$ cat src/rtl/if_fetch_unit_pkg.sv
`default_nettype none
// ============================================================================
// if_fetch_unit_pkg : shared types and PC helpers for the IF fetch stage
// Revision : 1.0
// ============================================================================
package if_fetch_unit_pkg;

  localparam logic [31:0] DEFAULT_RESET_PC  = 32'h0000_0000;
  localparam int unsigned DEFAULT_BUF_DEPTH = 2;

  typedef enum logic [0:0] {
    IF_RUN   = 1'b0,
    IF_DRAIN = 1'b1
  } if_state_e;

  typedef struct packed {
    logic [31:0] pc;
    logic [31:0] inst;
  } fetch_entry_t;

  function automatic logic [31:0] align_pc(input logic [31:0] pc);
    return {pc[31:2], 2'b00};
  endfunction

  // Wraps naturally at 32 bits: 32'hFFFF_FFFC -> 32'h0000_0000.
  function automatic logic [31:0] next_pc(input logic [31:0] pc);
    return align_pc(pc) + 32'd4;
  endfunction

endpackage
`default_nettype wire

$ cat src/rtl/if_fetch_unit_fetch_buffer.sv
`default_nettype none
// ============================================================================
// if_fetch_unit_fetch_buffer : small circular FIFO, flush beats push and pop
// Revision : 1.0
// ============================================================================
module if_fetch_unit_fetch_buffer #(
  parameter int unsigned DEPTH = 2,
  parameter int unsigned WIDTH = 64,
  parameter int unsigned CNT_W = $clog2(DEPTH + 1)
) (
  input  logic             clk,
  input  logic             rst,
  input  logic             push,
  input  logic [WIDTH-1:0] push_data,
  input  logic             pop,
  input  logic             flush,
  output logic [CNT_W-1:0] count,
  output logic [WIDTH-1:0] head
);

  localparam int unsigned      PTR_W = (DEPTH > 1) ? $clog2(DEPTH) : 1;
  localparam logic [CNT_W-1:0] FULL  = CNT_W'(DEPTH);
  localparam logic [PTR_W-1:0] LAST  = PTR_W'(DEPTH - 1);

  logic [PTR_W-1:0] rd_ptr_q, rd_ptr_d;
  logic [PTR_W-1:0] wr_ptr_q, wr_ptr_d;
  logic [CNT_W-1:0] count_q, count_d;
  logic [WIDTH-1:0] mem_q [DEPTH];
  logic [WIDTH-1:0] mem_d [DEPTH];
  logic             push_en;
  logic             pop_en;

  function automatic logic [PTR_W-1:0] ptr_inc(input logic [PTR_W-1:0] p);
    return (p == LAST) ? '0 : p + PTR_W'(1);
  endfunction

  assign push_en = push && !flush && (count_q != FULL);
  assign pop_en  = pop && !flush && (count_q != '0);

  always_comb begin
    rd_ptr_d = rd_ptr_q;
    wr_ptr_d = wr_ptr_q;
    count_d  = count_q;
    if (flush) begin
      rd_ptr_d = '0;
      wr_ptr_d = '0;
      count_d  = '0;
    end else begin
      if (push_en) wr_ptr_d = ptr_inc(wr_ptr_q);
      if (pop_en)  rd_ptr_d = ptr_inc(rd_ptr_q);
      if (push_en && !pop_en)      count_d = count_q + CNT_W'(1);
      else if (!push_en && pop_en) count_d = count_q - CNT_W'(1);
    end
  end

  always_comb begin
    mem_d = mem_q;
    if (push_en) mem_d[wr_ptr_q] = push_data;
  end

  always_ff @(posedge clk) begin
    if (rst) begin
      rd_ptr_q <= '0;
      wr_ptr_q <= '0;
      count_q  <= '0;
    end else begin
      rd_ptr_q <= rd_ptr_d;
      wr_ptr_q <= wr_ptr_d;
      count_q  <= count_d;
    end
  end

  // Payload storage carries no reset; occupancy alone qualifies the head.
  always_ff @(posedge clk) begin
    mem_q <= mem_d;
  end

  assign count = count_q;
  assign head  = mem_q[rd_ptr_q];

endmodule
`default_nettype wire

$ cat src/rtl/if_fetch_unit.sv
`default_nettype none
// ============================================================================
// if_fetch_unit : RV32I IF stage - PC, credit-limited imem fetch, redirect drain
// Revision : 1.0
// ============================================================================
module if_fetch_unit
  import if_fetch_unit_pkg::*;
#(
  parameter logic [31:0] RESET_PC  = DEFAULT_RESET_PC,
  parameter int unsigned BUF_DEPTH = DEFAULT_BUF_DEPTH
) (
  input  logic        clk,
  input  logic        rst,
  output logic        imem_req_valid,
  input  logic        imem_req_ready,
  output logic [31:0] imem_req_addr,
  input  logic        imem_resp_valid,
  input  logic [31:0] imem_resp_data,
  input  logic        redirect_valid,
  input  logic [31:0] redirect_pc,
  input  logic        stall_id,
  output logic        if_id_valid,
  output logic [31:0] if_id_inst,
  output logic [31:0] if_id_pc,
  output logic [31:0] if_id_pc4
);

  localparam int unsigned      CNT_W        = $clog2(BUF_DEPTH + 1);
  localparam int unsigned      SUM_W        = CNT_W + 1;
  localparam int unsigned      ENTRY_W      = $bits(fetch_entry_t);
  localparam logic [SUM_W-1:0] CREDIT_LIMIT = SUM_W'(BUF_DEPTH);
  localparam logic [31:0]      RESET_PC_AL  = align_pc(RESET_PC);

  logic [31:0]      pc_q, pc_d;
  logic [CNT_W-1:0] drop_cnt_q, drop_cnt_d;
  if_state_e        state_q, state_d;

  logic [CNT_W-1:0] outstanding;
  logic [31:0]      tag_head;
  logic [CNT_W-1:0] buf_count;
  fetch_entry_t     buf_head;
  fetch_entry_t     push_entry;

  logic             credit_ok;
  logic             req_fire;
  logic             resp_accept;
  logic             buf_push;
  logic             buf_flush;
  logic             id_pop;
  logic             head_valid;

  // The tag queue occupancy is the in-flight request count; it is popped by
  // every accepted response, including the ones discarded while draining.
  if_fetch_unit_fetch_buffer #(
    .DEPTH (BUF_DEPTH),
    .WIDTH (32),
    .CNT_W (CNT_W)
  ) u_tag_queue (
    .clk       (clk),
    .rst       (rst),
    .push      (req_fire),
    .push_data (pc_q),
    .pop       (resp_accept),
    .flush     (1'b0),
    .count     (outstanding),
    .head      (tag_head)
  );

  if_fetch_unit_fetch_buffer #(
    .DEPTH (BUF_DEPTH),
    .WIDTH (ENTRY_W),
    .CNT_W (CNT_W)
  ) u_fetch_buffer (
    .clk       (clk),
    .rst       (rst),
    .push      (buf_push),
    .push_data (push_entry),
    .pop       (id_pop),
    .flush     (buf_flush),
    .count     (buf_count),
    .head      (buf_head)
  );

  // Same-cycle pops give no credit, so every response has a reserved slot.
  assign credit_ok      = ({1'b0, outstanding} + {1'b0, buf_count}) < CREDIT_LIMIT;
  assign imem_req_valid = !rst && (state_q == IF_RUN) && !redirect_valid && credit_ok;
  assign imem_req_addr  = pc_q;
  assign req_fire       = imem_req_valid && imem_req_ready;
  assign resp_accept    = imem_resp_valid && (outstanding != '0);

  assign head_valid     = buf_count != '0;
  assign id_pop         = head_valid && !stall_id && !redirect_valid;
  assign push_entry     = '{pc: tag_head, inst: imem_resp_data};

  always_comb begin
    pc_d       = pc_q;
    drop_cnt_d = drop_cnt_q;
    state_d    = state_q;
    buf_push   = 1'b0;
    buf_flush  = 1'b0;
    if (redirect_valid) begin
      pc_d       = align_pc(redirect_pc);
      drop_cnt_d = outstanding - CNT_W'(resp_accept);
      buf_flush  = 1'b1;
      state_d    = (drop_cnt_d != '0) ? IF_DRAIN : IF_RUN;
    end else begin
      if (req_fire) pc_d = next_pc(pc_q);
      if (resp_accept) begin
        if (drop_cnt_q != '0) drop_cnt_d = drop_cnt_q - CNT_W'(1);
        else                  buf_push   = 1'b1;
      end
      if ((state_q == IF_DRAIN) && (drop_cnt_d == '0)) state_d = IF_RUN;
    end
  end

  always_ff @(posedge clk) begin
    if (rst) begin
      pc_q       <= RESET_PC_AL;
      drop_cnt_q <= '0;
      state_q    <= IF_RUN;
    end else begin
      pc_q       <= pc_d;
      drop_cnt_q <= drop_cnt_d;
      state_q    <= state_d;
    end
  end

  assign if_id_valid = !rst && head_valid;
  assign if_id_inst  = buf_head.inst;
  assign if_id_pc    = buf_head.pc;
  assign if_id_pc4   = next_pc(buf_head.pc);

endmodule
`default_nettype wire

$ cat config.mk
export PLATFORM = sky130hd
export DESIGN_NAME = if_fetch_unit
export DESIGN_NICKNAME = d
export VERILOG_FILES = /design/src/rtl/if_fetch_unit_pkg.sv /design/src/rtl/if_fetch_unit_fetch_buffer.sv /design/src/rtl/if_fetch_unit.sv
export SDC_FILE = /design/constraint.sdc
export NUM_CORES = 1
export LEC_CHECK = 0
export BUFFER_PORTS_ARGS = -buffer_cell sky130_fd_sc_hd__buf_2
export CORE_MARGIN = 2
export CORE_UTILIZATION = 55
export DETAILED_ROUTE_END_ITERATION = 12
export HOLD_SLACK_MARGIN = 0.08
export PLACE_DENSITY_LB_ADDON = 0.08
export SETUP_SLACK_MARGIN = 0.4
export SYNTH_ARGS = -nofsm -noshare
export SYNTH_HDL_FRONTEND = slang
export SYNTH_SLANG_ARGS = --single-unit
$ cat constraint.sdc
create_clock -name clk -period 5.79 [get_ports clk]
set_clock_uncertainty 0.05 [all_clocks]
set_input_delay 0.579 -clock clk [delete_from_list [all_inputs] [get_ports clk]]
set_output_delay 0.579 -clock clk [all_outputs]
set_load 0.01 [all_outputs]
* After elaboration in Yosys (flattened, before gate mapping)
Index checks and enable logic that the tools add are counted. Widths: inputs -> output; s select.
Word-level totals: register bits after elaboration 235, latch bits 0, memory bits (writable) 0, bits in read-only memories 0, input port bits 70, output and inout port bits 130, word-level logic and storage cells 114, memories kept 0
Cells by class: $add $sub $neg 13, multiply operators 0, div/mod/pow operators 0, $lt $le $gt $ge 7, equal/unequal tests 2, shift operators 0, multiplexer cells 33, bitwise operators 5, reductions and logical operators 40
Operators with widths (count):
- $mux 64 | 4
- $mux 32 | 6
- $bwmux 128 | 1
- $add 32x3->32 const B | 2
- $bwmux 64 | 1
- $demux 64 s1 | 1
- $demux 32 s1 | 1
- $logic_and 1x1->1 | 21
- $mux 2 | 8
- $reduce_bool 2->1 | 8
- $mux 1 | 11
- $ge 2x2->1 const B | 4
- $logic_not 1->1 | 8
- $not 1->2 | 4
- $sub 2x1->2 const B | 3
- $add 1x1->1 const B | 4
- $add 2x1->2 const B | 2
- $lt 2x1->1 const B | 2
- $ne 2x2->1 const B | 2
- $reduce_or 2->1 | 2
- $add 2x2->3 | 1
- $lt 3x2->1 const B | 1
- $logic_not 2->1 | 1
- $sub 2x1->2 | 1
- $not 1->1 | 1

* Longest topological paths before layout
depth after elaboration 10, mapped depth 12, mapped depth without buffers 9

* Cells and area by module
From an unflattened synthesis, not the netlist that was laid out.
Second synthesis, totals: cell total of the unflattened synthesis 710, area total of the unflattened synthesis 10087.2 um^2
By module, submodules not included:
- if_fetch_unit_fetch_buffer at u_fetch_buffer | instances 1, cells each 223, area each 4837.1 um^2, sequential area each 3923.8 um^2
- if_fetch_unit | instances 1, cells each 363, area each 2743.9 um^2, sequential area each 660.6 um^2
- if_fetch_unit_fetch_buffer at u_tag_queue | instances 1, cells each 124, area each 2506.2 um^2, sequential area each 2001.9 um^2

* Least setup slack after synthesis
No wires, ideal clock.
path type in2reg, start input port imem_resp_valid, end register u_fetch_buffer.mem_q[100] (netlist bit), enable pin, setup time 490 ps, arrival 4197 ps, data required time 5250 ps, setup slack 1054 ps, stages on the path 4, buffers on the path 0, path through o21ai_1 nor2_1 nor4b_1 nor2b_1
On the way: cells in the longest elaborated chain, start to end 5
Ends and longest elaborated chain:
- start: declaration | RTL line if_fetch_unit.sv:17 | input logic imem_resp_valid,
- $logic_and 1x1->1 | RTL line if_fetch_unit.sv:89 | assign resp_accept = imem_resp_valid && (outstanding != '0);
- $mux 1 | RTL line if_fetch_unit.sv:108 | if (resp_accept) begin
- $mux 1 | RTL line if_fetch_unit.sv:101 | if (redirect_valid) begin
- $logic_and 1x1->1 (2 in series) | RTL line if_fetch_unit_fetch_buffer.sv:37 | assign push_en = push && !flush && (count_q != FULL);
- via u_fetch_buffer.push_en | RTL line if_fetch_unit_fetch_buffer.sv:30 | logic push_en;
- end signal: assignment | RTL line if_fetch_unit_fetch_buffer.sv:75 | mem_q <= mem_d;
- end: declaration | RTL line if_fetch_unit_fetch_buffer.sv:28 | logic [WIDTH-1:0] mem_q [DEPTH];
The timed path passes the listed nets, and every way through them passes these cells. A chain may end at the register's enable or synchronous reset.

* Final worst setup path
start register u_fetch_buffer.rd_ptr_q, end output port if_id_pc4[30]
On the way: cells in the longest elaborated chain, start to end 5
Ends and longest elaborated chain:
- start: declaration | RTL line if_fetch_unit_fetch_buffer.sv:25 | logic [PTR_W-1:0] rd_ptr_q, rd_ptr_d;
- start signal: assignment | RTL line if_fetch_unit_fetch_buffer.sv:67 | rd_ptr_q <= rd_ptr_d;
- $not 1->2 (not written as such) | RTL line if_fetch_unit_fetch_buffer.sv:79 | assign head = mem_q[rd_ptr_q];
- $mux 64 (not written as such) (3 in series) | RTL line if_fetch_unit_fetch_buffer.sv:79
- $add 32x3->32 | RTL line if_fetch_unit_pkg.sv:27 | return align_pc(pc) + 32'd4;
- end: declaration | RTL line if_fetch_unit.sv:25 | output logic [31:0] if_id_pc4
Every way passes these cells. The select of a mux whose other input is x is not followed.

==> qor.csv <==
stage;metric;value;unit
outcome;status;completed;
synthesis;FF+latch count, synth;225;
timing;Hold Violations, Final;0;
synthesis;post-synthesis cell area;9710;µm²
worst_hold_path;WHS Endpoint;u_fetch_buffer.mem_q[27];
detailed_routing;WL/cell;18.1;µm
die;number of top-level pins;200;
critical_path;crit-path max FO;56;
critical_path;Critical R2R Capture;u_tag_queue.mem_q[63];
placed_design;Routability Congestion;0.875;
timing;minimum clock period;4.36;ns
synthesis;Main synth FF type;edfxtp_1;
worst_hold_path;hold path cells;1;
critical_path;Setup CP Type;register to output port;
die;Core Area;17300;µm²
critical_path;worst reg2reg startpoint;u_fetch_buffer.count[0];
timing;RSZ-0062 raised after global routing;false;
worst_hold_path;HP Start;imem_resp_data[27];
global_route;first-pass GRT wire length;31300;µm
pwr;Internal;2940;µW
critical_path;CP arrival;3.73;ns
cells_and_area;Inserted Diodes;0;
clocking;Clock Latency Late Sink;0.51;ns
clocking;H-tree depth;1;
clocking;CTS tree;yes;
clocking;Post-CTS Setup Bufs;0;
placed_design;Post-DP HPWL;14100;µm
critical_path;CP endpoint kind;output port;
global_route;vias in the first global route;6163;
cells_and_area;nets@finish;974;
die;die width;137;µm
pwr;static leakage;0.00424;µW
die;Row Count;48;
synthesis;top cell type's share of synthesized area;56.9;%
detailed_routing;via count;6419;
global_route;initial antenna violation count;0;
pwr;Clock power frac;34.5;%
pwr;combinational power share;15.1;%
timing;Max Freq;0.229;GHz
pwr;Switching Share;24.9;%
detailed_routing;via/cell ratio;5.63;
pwr;VDD IR max;0.231;mV
synthesis;synth cell count leaders;edfxtp_1 (184), mux2_2 (87), nor2_1 (49), nand2_1 (43), dfxtp_1 (41);
pwr;Psw;974;µW
synthesis;Synth Area per Inst;13.7;µm²
synthesis;ranking of synthesized cells by area;edfxtp_1 (57%), mux2_2 (10%), dfxtp_1 (8.4%);
worst_hold_path;Hold WC Path Type;input pin to register;
detailed_routing;Post-Route WL;20600;µm
clocking;Worst-path clk slew;0.06;ns
synthesis;FFs w/ async S/R, synth;0;%
pwr;Power per Cell Area;339;nW/µm²
synthesis;most common cell in the synthesized netlist;edfxtp_1;
synthesis;largest area contributor in the netlist;edfxtp_1;
detailed_routing;drt drc;0;
clocking;post-CTS sizing;0;
die;die area;18700;µm²
critical_path;required time worst endpoint;5.16;ns
clocking;CTS Buf Count;23;
die;Starting Density;56.2;%
flow_run;max-cap check violation count;0;
timing;relative slew slack;28.4;%
cells_and_area;Area growth syn-to-layout;18.9;%
timing;Setup violations, final;0;
global_route;pin count of the biggest net entering global routing;57;
synthesis;Post-Syn Instances;707;
synthesis;sequential area share after synthesis;65.3;%
synthesis;Distinct cells, synth;55;
timing;fin crit share;75.3;%
synthesis;EDFF count, synth;184;
critical_path;Startpoint Class;register;
critical_path;FF-to-FF path depth;7;
timing;fin. max-slew vios;0;
timing;Sum Neg Setup Slack;0;ns
placed_design;I/O Buffers;191;
global_route;GR Util All Layers;21.3;%
cells_and_area;layout cells sized above 1;35.5;%
die;Die Span Y;137;µm
timing;Final WS setup;1.43;ns
synthesis;number of synthesis warnings;0;
detailed_routing;Post-DRT Antenna Nets;0;
critical_path;reg-to-reg slack, setup;2.21;ns
timing;Slew @ Worst Pin;1.07;ns
pwr;Reg power frac;50.3;%
detailed_routing;DRT Pass-1 Iters;5;
critical_path;critical path startpoint;u_fetch_buffer.rd_ptr_q;
placed_design;Post-Place Worst Slack;1.85;ns
detailed_routing;DR iter-0 viols;426;
clocking;Max Buffers Root-to-Sink;3;
clocking;CTS Sinks;225;
clocking;Clock Root Buffer;clkbuf_16;
global_route;GRT Residual Overflow;0;
clocking;hold buffers post-CTS;0;
## worst max-delay path, cell delays in order, from the launching register on
cell	delay, ns
dfxtp_4	0.68
buf_4	0.60
mux2i_1	0.23
a211oi_1	0.59
nand4_1	0.43
nor3b_1	0.34
xor2_1	0.17
buf_2	0.15
## metal layers
metal	part of all wire, %	track usage [%]	vias to the layer above
met5	0	0	-
met4	1.1	4.81	0
met3	8.0	3.93	23
met2	48	36.0	269
met1	43	28.8	3082
li1	-	-	3045
## registers in the layout (all words and copies together) (netlist names)
name,flops
drop_cnt_q,2
imem_req_addr,30
state_q,1
u_fetch_buffer.count,2
u_fetch_buffer.mem_q,124
u_fetch_buffer.rd_ptr_q,1
u_fetch_buffer.wr_ptr_q,1
u_tag_queue.count,2
u_tag_queue.mem_q,60
u_tag_queue.rd_ptr_q,1
u_tag_queue.wr_ptr_q,1
## cell families (layout without fill, tap and decap cells)
logic type | count (synthesis) | in the layout | share of synthesized area (%)
other | 1 | 6 | 0.0386
xor gates and xnor gates | 38 | 38 | 3.43
and+or+nand+nor | 198 | 198 | 10.9
muxes | 98 | 98 | 11.2
DFF | 225 | 225 | 65.3
adders and majority gates | 6 | 6 | 0.850
buffers and inverters | 52 | 255 | 2.49
AOI/OAI and AO/OA | 89 | 89 | 5.71
## power by group through the flow
| stage | Sequential, µW | Combinational (µW) | Clock, µW |
|---|---|---|---|
| after floorplan | 1990 | 395 | 0 |
| after global placement | 2000 | 573 | 0 |
| after global routing | 1980 | 653 | 1450 |
| after CTS | 1970 | 596 | 1380 |
| after detailed placement | 2000 | 591 | 0 |
| final | 1970 | 593 | 1350 |
## per-stage QoR
stage,hold slack (ns),util [%],instance area (µm²),instances,power [µW]
CTS,0.189,66.8,11500,1140,3950
floorplan,0.420,-,9730,712,2390
finish,0.206,66.8,11500,1140,3920
detailed placement,0.456,62.7,10800,1098,2590
global route,0.188,66.8,11500,1140,4090
global placement,0.436,62.7,10800,1098,2570
## placed cells by master (no fill, tap or decap), types with 4 or more instances in the layout
cell | Yosys | final
o21ai_0 | 13 | 13
xor2_1 | 20 | 20
xnor2_1 | 18 | 18
ha_1 | 5 | 5
a21oi_1 | 33 | 33
and3_1 | 4 | 4
and4_1 | 5 | 5
o211ai_1 | 4 | 4
mux2_2 | 87 | 87
inv_1 | 16 | 16
and2_1 | 6 | 5
conb_1 | 1 | 6
nand2_1 | 43 | 43
nand4b_1 | 6 | 6
nor2_1 | 49 | 49
nand3_1 | 22 | 22
edfxtp_1 | 184 | 184
buf_4 | 6 | 6
clkbuf_16 | 0 | 23
nor3_1 | 10 | 10
dfxtp_1 | 41 | 40
clkbuf_1 | 12 | 8
clkinv_1 | 0 | 4
buf_2 | 7 | 191
a31oi_1 | 12 | 12
mux2i_1 | 11 | 11
or3_1 | 8 | 8
nand3b_1 | 4 | 4
a22oi_1 | 7 | 7
nand4_1 | 18 | 18
## area by class of cell
class	count	area, µm²
clock buffers	32	619
inverters	16	60.1
clock inverters	10	77.6
flip-flops and latches	225	6350
well taps	225	282
repair buffers	197	1000
fillers	1291	5750
multi-input cells	435	3160
## worst max-delay path by stage
| stage | cells past startpoint | endpoint |
|---|---|---|
| after global placement | 7 | if_id_pc4[30] |
| after floorplan | 4 | u_fetch_buffer.mem_q[100] |
| after global routing | 7 | if_id_pc4[24] |
| final | 7 | if_id_pc4[30] |
| after detailed placement | 7 | if_id_pc4[30] |
| after CTS | 7 | if_id_pc4[30] |
No activity file was read; power rests on OpenSTA's default activity.
